<file path="src/rtl/lsu_pkg.sv">
// Shared encodings and helpers for the load/store memory initiator.
// Latency: none (types, constants and pure functions only).
// Backpressure: not applicable.
package lsu_pkg;

    // RISC-V load/store size encodings
    localparam logic [2:0] F3_B  = 3'b000;
    localparam logic [2:0] F3_H  = 3'b001;
    localparam logic [2:0] F3_W  = 3'b010;
    localparam logic [2:0] F3_BU = 3'b100;
    localparam logic [2:0] F3_HU = 3'b101;

    typedef enum logic [2:0] {
        S_IDLE,
        S_ISSUE0,
        S_WAIT0,
        S_ISSUE1,
        S_WAIT1,
        S_RESP
    } lsu_state_e;

    // An access that crosses a word boundary: half at byte 3, or any unaligned word
    function automatic logic is_misaligned(input logic [2:0] func3, input logic [1:0] off);
        case (func3)
            F3_H, F3_HU: return (off == 2'd3);
            F3_W:        return (off != 2'd0);
            default:     return 1'b0;
        endcase
    endfunction

    // Stores only have B/H/W; loads additionally have BU/HU
    function automatic logic is_illegal(input logic we, input logic [2:0] func3);
        if (we) begin
            return func3[2] | (func3[1:0] == 2'b11);
        end
        return (func3 == 3'b011) | (func3[2:1] == 2'b11);
    endfunction

    // Unshifted byte-lane mask for the access size
    function automatic logic [3:0] size_mask(input logic [2:0] func3);
        case (func3[1:0])
            2'b00:   return 4'b0001;
            2'b01:   return 4'b0011;
            default: return 4'b1111;
        endcase
    endfunction

endpackage

</file>
<file path="src/rtl/lsu_load_align.sv">
// Extracts the addressed byte/half/word from one or two memory words and extends it.
// Latency: combinational.
// Backpressure: none; output follows inputs.
module lsu_load_align
    import lsu_pkg::*;
(
    input  logic [31:0] w0,
    input  logic [31:0] w1,
    input  logic [1:0]  off,
    input  logic [2:0]  func3,
    output logic [31:0] result
);

    logic [31:0] shifted;

    // Concatenate so split accesses pull their upper bytes from the second word
    always_comb begin
        shifted = 32'({w1, w0} >> {off, 3'b000});
    end

    // Sign- or zero-extend according to the access type
    always_comb begin
        result = '0;
        case (func3)
            F3_B:    result = {{24{shifted[7]}}, shifted[7:0]};
            F3_H:    result = {{16{shifted[15]}}, shifted[15:0]};
            F3_W:    result = shifted;
            F3_BU:   result = {24'b0, shifted[7:0]};
            F3_HU:   result = {16'b0, shifted[15:0]};
            default: result = '0;
        endcase
    end

endmodule

</file>
<file path="src/rtl/lsu_mem_initiator.sv">
// Load/store initiator from the MEM stage to a word-organised byte-strobed memory.
// Latency: 3 cycles accept->rsp_valid for an aligned access with immediate gnt and next-cycle rvalid.
// Backpressure: req_ready only in IDLE; one transaction in flight; holds mem_* stable until mem_gnt.
// Build option LSU_MISALIGN_SPLIT_EN: split word-crossing accesses into two word transfers.
module lsu_mem_initiator
    import lsu_pkg::*;
#(
    parameter int          AW      = 32,
    parameter int unsigned TIMEOUT = 0
) (
    input  logic          clk,
    input  logic          rst,
    input  logic          req_valid,
    output logic          req_ready,
    input  logic          req_we,
    input  logic [2:0]    req_func3,
    input  logic [AW-1:0] req_addr,
    input  logic [31:0]   req_wdata,
    output logic          rsp_valid,
    output logic [31:0]   rsp_rdata,
    output logic          rsp_err,
    output logic          mem_req,
    input  logic          mem_gnt,
    output logic          mem_we,
    output logic [AW-1:0] mem_addr,
    output logic [3:0]    mem_be,
    output logic [31:0]   mem_wdata,
    input  logic          mem_rvalid,
    input  logic [31:0]   mem_rdata
);

    lsu_state_e    state_q, state_d;

    logic          we_q;
    logic [2:0]    func3_q;
    logic [AW-1:0] addr_q;
    logic [31:0]   wdata_q;
    logic [31:0]   w0_q, w1_q;
    logic          err_q;
    logic [31:0]   tmo_cnt;

    logic          accept, set_err, cap0, cap1;
    logic          reject, split, waiting, tmo_hit;
    logic [1:0]    off;
    logic [7:0]    be_wide;
    logic [63:0]   wdata_wide;
    logic [AW-3:0] wa0, wa1;
    logic [31:0]   load_val;

    assign off = addr_q[1:0];

    // Shift over two words so the overflow lanes of a split access land in the upper half
    assign be_wide    = {4'b0, size_mask(func3_q)} << off;
    assign wdata_wide = {32'b0, wdata_q} << {off, 3'b000};

    // Second word of a split wraps naturally at the top of the address space
    assign wa0 = addr_q[AW-1:2];
    assign wa1 = wa0 + {{(AW-3){1'b0}}, 1'b1};

`ifdef LSU_MISALIGN_SPLIT_EN
    assign split  = is_misaligned(func3_q, off);
    assign reject = is_illegal(req_we, req_func3);
`else
    assign split  = 1'b0;
    assign reject = is_illegal(req_we, req_func3) | is_misaligned(req_func3, req_addr[1:0]);
`endif

    assign waiting = (state_q == S_ISSUE0) || (state_q == S_WAIT0) ||
                     (state_q == S_ISSUE1) || (state_q == S_WAIT1);
    assign tmo_hit = (TIMEOUT != 0) && (tmo_cnt == TIMEOUT - 1);

    // State register
    always_ff @(posedge clk) begin
        if (rst) begin
            state_q <= S_IDLE;
        end else begin
            state_q <= state_d;
        end
    end

    // Next-state and datapath control
    always_comb begin
        state_d = state_q;
        accept  = 1'b0;
        set_err = 1'b0;
        cap0    = 1'b0;
        cap1    = 1'b0;
        case (state_q)
            S_IDLE: begin
                if (req_valid) begin
                    accept = 1'b1;
                    if (reject) begin
                        set_err = 1'b1;
                        state_d = S_RESP;
                    end else begin
                        state_d = S_ISSUE0;
                    end
                end
            end
            S_ISSUE0: begin
                if (mem_gnt) begin
                    if (mem_rvalid) begin
                        cap0    = 1'b1;
                        state_d = split ? S_ISSUE1 : S_RESP;
                    end else begin
                        state_d = S_WAIT0;
                    end
                end else if (tmo_hit) begin
                    set_err = 1'b1;
                    state_d = S_RESP;
                end
            end
            S_WAIT0: begin
                if (mem_rvalid) begin
                    cap0    = 1'b1;
                    state_d = split ? S_ISSUE1 : S_RESP;
                end else if (tmo_hit) begin
                    set_err = 1'b1;
                    state_d = S_RESP;
                end
            end
            S_ISSUE1: begin
                if (mem_gnt) begin
                    if (mem_rvalid) begin
                        cap1    = 1'b1;
                        state_d = S_RESP;
                    end else begin
                        state_d = S_WAIT1;
                    end
                end else if (tmo_hit) begin
                    set_err = 1'b1;
                    state_d = S_RESP;
                end
            end
            S_WAIT1: begin
                if (mem_rvalid) begin
                    cap1    = 1'b1;
                    state_d = S_RESP;
                end else if (tmo_hit) begin
                    set_err = 1'b1;
                    state_d = S_RESP;
                end
            end
            S_RESP: begin
                state_d = S_IDLE;
            end
            default: begin
                state_d = S_IDLE;
            end
        endcase
    end

    // Request fields, captured read words and error flag
    always_ff @(posedge clk) begin
        if (rst) begin
            we_q    <= 1'b0;
            func3_q <= '0;
            addr_q  <= '0;
            wdata_q <= '0;
            w0_q    <= '0;
            w1_q    <= '0;
            err_q   <= 1'b0;
        end else begin
            if (accept) begin
                we_q    <= req_we;
                func3_q <= req_func3;
                addr_q  <= req_addr;
                wdata_q <= req_wdata;
                w0_q    <= '0;
                w1_q    <= '0;
                err_q   <= set_err;
            end else if (set_err) begin
                err_q   <= 1'b1;
            end
            if (cap0) begin
                w0_q <= mem_rdata;
            end
            if (cap1) begin
                w1_q <= mem_rdata;
            end
        end
    end

    // Per-state wait counter; restarts whenever the state moves
    always_ff @(posedge clk) begin
        if (rst) begin
            tmo_cnt <= '0;
        end else if (state_d != state_q) begin
            tmo_cnt <= '0;
        end else if (waiting) begin
            tmo_cnt <= tmo_cnt + 32'd1;
        end
    end

    // Memory port: driven only while issuing, zero otherwise
    always_comb begin
        mem_req   = 1'b0;
        mem_we    = 1'b0;
        mem_addr  = '0;
        mem_be    = 4'b0;
        mem_wdata = '0;
        if (state_q == S_ISSUE0) begin
            mem_req   = 1'b1;
            mem_we    = we_q;
            mem_addr  = {wa0, 2'b00};
            mem_be    = be_wide[3:0];
            mem_wdata = wdata_wide[31:0];
        end else if (state_q == S_ISSUE1) begin
            mem_req   = 1'b1;
            mem_we    = we_q;
            mem_addr  = {wa1, 2'b00};
            mem_be    = be_wide[7:4];
            mem_wdata = wdata_wide[63:32];
        end
    end

    lsu_load_align u_align (
        .w0     (w0_q),
        .w1     (w1_q),
        .off    (off),
        .func3  (func3_q),
        .result (load_val)
    );

    assign req_ready = (state_q == S_IDLE);
    assign rsp_valid = (state_q == S_RESP);
    assign rsp_err   = rsp_valid & err_q;
    assign rsp_rdata = (rsp_valid && !we_q && !err_q) ? load_val : 32'b0;

endmodule

</file>
<file path="config.mk">
export PLATFORM = sky130hd
export DESIGN_NAME = lsu_mem_initiator
export DESIGN_NICKNAME = d
export VERILOG_FILES = /design/src/rtl/lsu_pkg.sv /design/src/rtl/lsu_load_align.sv /design/src/rtl/lsu_mem_initiator.sv
export SDC_FILE = /design/constraint.sdc
export NUM_CORES = 1
export LEC_CHECK = 0
export CAP_MARGIN = 30
export CORE_MARGIN = 1.5
export CORE_UTILIZATION = 35
export CTS_CLUSTER_SIZE = 8
export DETAILED_ROUTE_END_ITERATION = 10
export MAX_ROUTING_LAYER = met4
export SLEW_MARGIN = 5
export SYNTH_ARGS = -nofsm -noshare
export SYNTH_HDL_FRONTEND = slang
export SYNTH_HIERARCHICAL = 1
export SYNTH_SLANG_ARGS = --single-unit
</file>
<file path="constraint.sdc">
create_clock -name clk -period 3.2 [get_ports clk]
set_input_delay 0.64 -clock clk [delete_from_list [all_inputs] [get_ports clk]]
set_output_delay 0.64 -clock clk [all_outputs]
set_load 0.1 [all_outputs]
</file>
==> key figures <==
Run status
  • Status: finished, violations left
  • Violated checks: DRC

Detailed routing
  • Antenna-violating nets left: 0
  • Vias per cell: between 5 and 6
  • # DRC: 15
  • Post-Route WL: ~27,000 um
  • Number of DRC markers in iteration 0: a little under 600
  • Detailed Routing Iterations Pass 1: 10
  • Vias: ~8,100
  • Routed length per instance: around 18 um

Floorplan
  • Die area: between 20,000 and 25,000 sq um
  • Core Rows: 54
  • Core area: roughly 22,000 sq um
  • Die height: 153 um
  • Boundary Pins: 210
  • Die W: 153 um
  • Starting Density: 0.360

Power
  • P_int: 3.36 mW
  • Net Sw Frac: 0.356
  • PwrDens: 426 nW/um^2
  • Psw: between 1.5 and 2 mW
  • Combinational Power Share: 0.285
  • Maximum vdd drop: 0.000380 V
  • Clock power share: 0.361
  • Sequential cell fraction of total power: 0.354
  • P_leak: 4.07 nW

Placement
  • HPWL after detailed placement: between 15,000 and 20,000 um
  • Routability cong.: slightly below 0.9
  • Port bufs: between 200 and 250
  • Dpl cell area: 11,500 sq um

Layout
  • Fillers: 1,943
  • Register Area: roughly 2600 sq um
  • Post-route cell area: ~12,000 sq um
  • Layout area overhead: 55.3%
  • Total Nets Final: approximately 1,300
  • Layout cell share with drive strength beyond 1: 0.260
  • Fin util: 0.559
  • Multi-input gate area: between 5000 and 6000 sq um

Critical path
  • CP endpoint: mem_addr[27]
  • FF-to-FF setup slack: around 1.2 ns
  • Crit start category: flip-flop
  • Critical Path End Type: output pin
  • Critical R2R Launch: state_q[1]$_SDFFE_PP0P_
  • WP data required: 2.56 ns
  • Worst Path Arrival: around 2.5 ns
  • Reg2Reg Depth: 6
  • CP max FO: 9
  • Worst r2r dst: w1_q[2]$_SDFFE_PP0P_
  • WS Path Type: reg -> out
  • Crit path from: state_q[1]$_SDFFE_PP0P_

CTS
  • H-tree Lvls: 4
  • Worst-skew pair later-pin latency: 0.42 ns
  • # hold bufs at CTS: 0
  • CTS Buffer Depth: 2
  • CTS Root Buffer Type: clkbuf_16
  • Worst-path clk slew: 0.06 ns
  • Clk sinks: approximately 130
  • Total CTS buffers: 17
  • TritonCTS clock tree: yes

GRT
  • Initial antenna violation count: 1
  • GRT Util Overall: 0.234
  • Largest net degree at the start of global routing: 76
  • Grt total ovfl: 0
  • First-pass GRT wire length: 42,200 um
  • Vias in the first global route: 7,569

STA
  • Fin. Hold Viols: 0
  • Peak Freq: 0.320 GHz
  • Worst clock skew: 0.00661 ns
  • Final worst path period need: 3.12 ns
  • Hold slack: about 0.47 ns
  • Relative slew slack: 0.477
  • # setup viols final: 0
  • Setup TNS: 0 ns
  • Period utilization: 0.976
  • Worst-Margin Slew: a little under 0.8 ns
  • Slew Limit Fails: 0

Synth
  • Post-Syn Instances: between 1,000 and 1,500
  • Synthesis Warnings: 6
  • Mean Syn Cell Area: 7.71 sq um
  • Mapped Area: between 7000 and 8000 sq um

Flow run
  • Max-cap violations: 0

Worst hold path
  • Worst Hold Class: reg -> reg
stage by stage:
| stage | setup slack (ns) | power [mW] | cells |
|---|---|---|---|
| 2_1_floorplan | -0.495 | 2.80 | 1025 |
| 3_3_place_gp | 0.362 | 3.33 | 1449 |
| 3_5_place_dp | 0.310 | 3.35 | 1449 |
| 4_1_cts | 0.000440 | 5.24 | 1488 |
| 5_1_grt | -0.000749 | 5.43 | 1493 |
| 6_report | 0.0771 | 5.22 | 1493 |
area by class of cell:
class                   count  share of cell area
flip-flops and latches    128               0.212
well taps                 280              0.0286
inverters                  18             0.00551
multi-input cells         785               0.427
clock inverters            14              0.0107
diodes                      1            0.000204
repair buffers            249               0.280
clock buffers              18              0.0358
state kept, by name (all words and copies together) (netlist names):
register  cells
w0_q         32
we_q          1
addr_q       32
state_q       3
w1_q         24
wdata_q      32
err_q         1
func3_q       3
cells in the final DEF, fill, tap and decap left out, types with 6 or more instances in the layout:
cell type and n:
a211oi_4 6, o21ai_0 24, a22oi_1 17, clkdlybuf4s50_1 103, o22ai_2 8, buf_4 42
clkinvlp_4 6, nand4_1 7, and2_1 44, inv_1 16, or4_1 6, dfxtp_1 111
a21oi_2 15, nor3_1 7, o21ai_2 8, or3_1 19, a21oi_1 131, dfxtp_2 12
nand2_1 221, a31oi_1 17, clkbuf_16 17, o2bb2ai_2 8, nor2_1 18, mux2_2 11
nand3_1 66, mux2i_1 27, nor2b_1 15, mux4_2 28, buf_12 103
metal layers:
metal  share of wire  global-route usage  up-vias
li1                -                   -     3978
met1            0.45               0.310     3841
met2            0.46               0.357      273
met3           0.067              0.0485       40
met4           0.024              0.0756        0
met5               0                   -        -
critical path: stages, from the launching register on:
cell	delay, ns
dfxtp_4	0.40
nand4_2	0.13
or4_4	0.62
or4b_1	0.51
a21oi_2	0.20
buf_12	0.19
power by group through the flow:
| stage | Combinational (mW) | Clock [mW] | Sequential [mW] |
|---|---|---|---|
| floorplan | 0.985 | 0 | 1.82 |
| global placement | 1.45 | 0 | 1.88 |
| detailed placement | 1.46 | 0 | 1.89 |
| CTS | 1.48 | 1.91 | 1.85 |
| global route | 1.59 | 1.98 | 1.87 |
| finish | 1.49 | 1.89 | 1.85 |
how the worst min path moves through the flow:
stage / start / to / cells past startpoint
final: w1_q[18]$_SDFFE_PP0P_ / w1_q[18]$_SDFFE_PP0P_ / 2
after CTS: w0_q[4]$_SDFFE_PP0P_ / w0_q[4]$_SDFFE_PP0P_ / 2
after detailed placement: w0_q[4]$_SDFFE_PP0P_ / w0_q[4]$_SDFFE_PP0P_ / 2
after floorplan: addr_q[31]$_SDFFE_PP0P_ / addr_q[31]$_SDFFE_PP0P_ / 2
after global placement: w1_q[17]$_SDFFE_PP0P_ / w1_q[17]$_SDFFE_PP0P_ / 2
after global routing: w0_q[6]$_SDFFE_PP0P_ / w0_q[6]$_SDFFE_PP0P_ / 2
repair_timing:
| item | CTS | global route |
|---|---|---|
| setup endpoints to repair | 25 | 49 |
| resized for setup | 16 | 15 |
| buffers inserted | 7 | 3 |
| pin swaps | 5 | 6 |
Note: power is estimated with default switching activity, not from simulation.
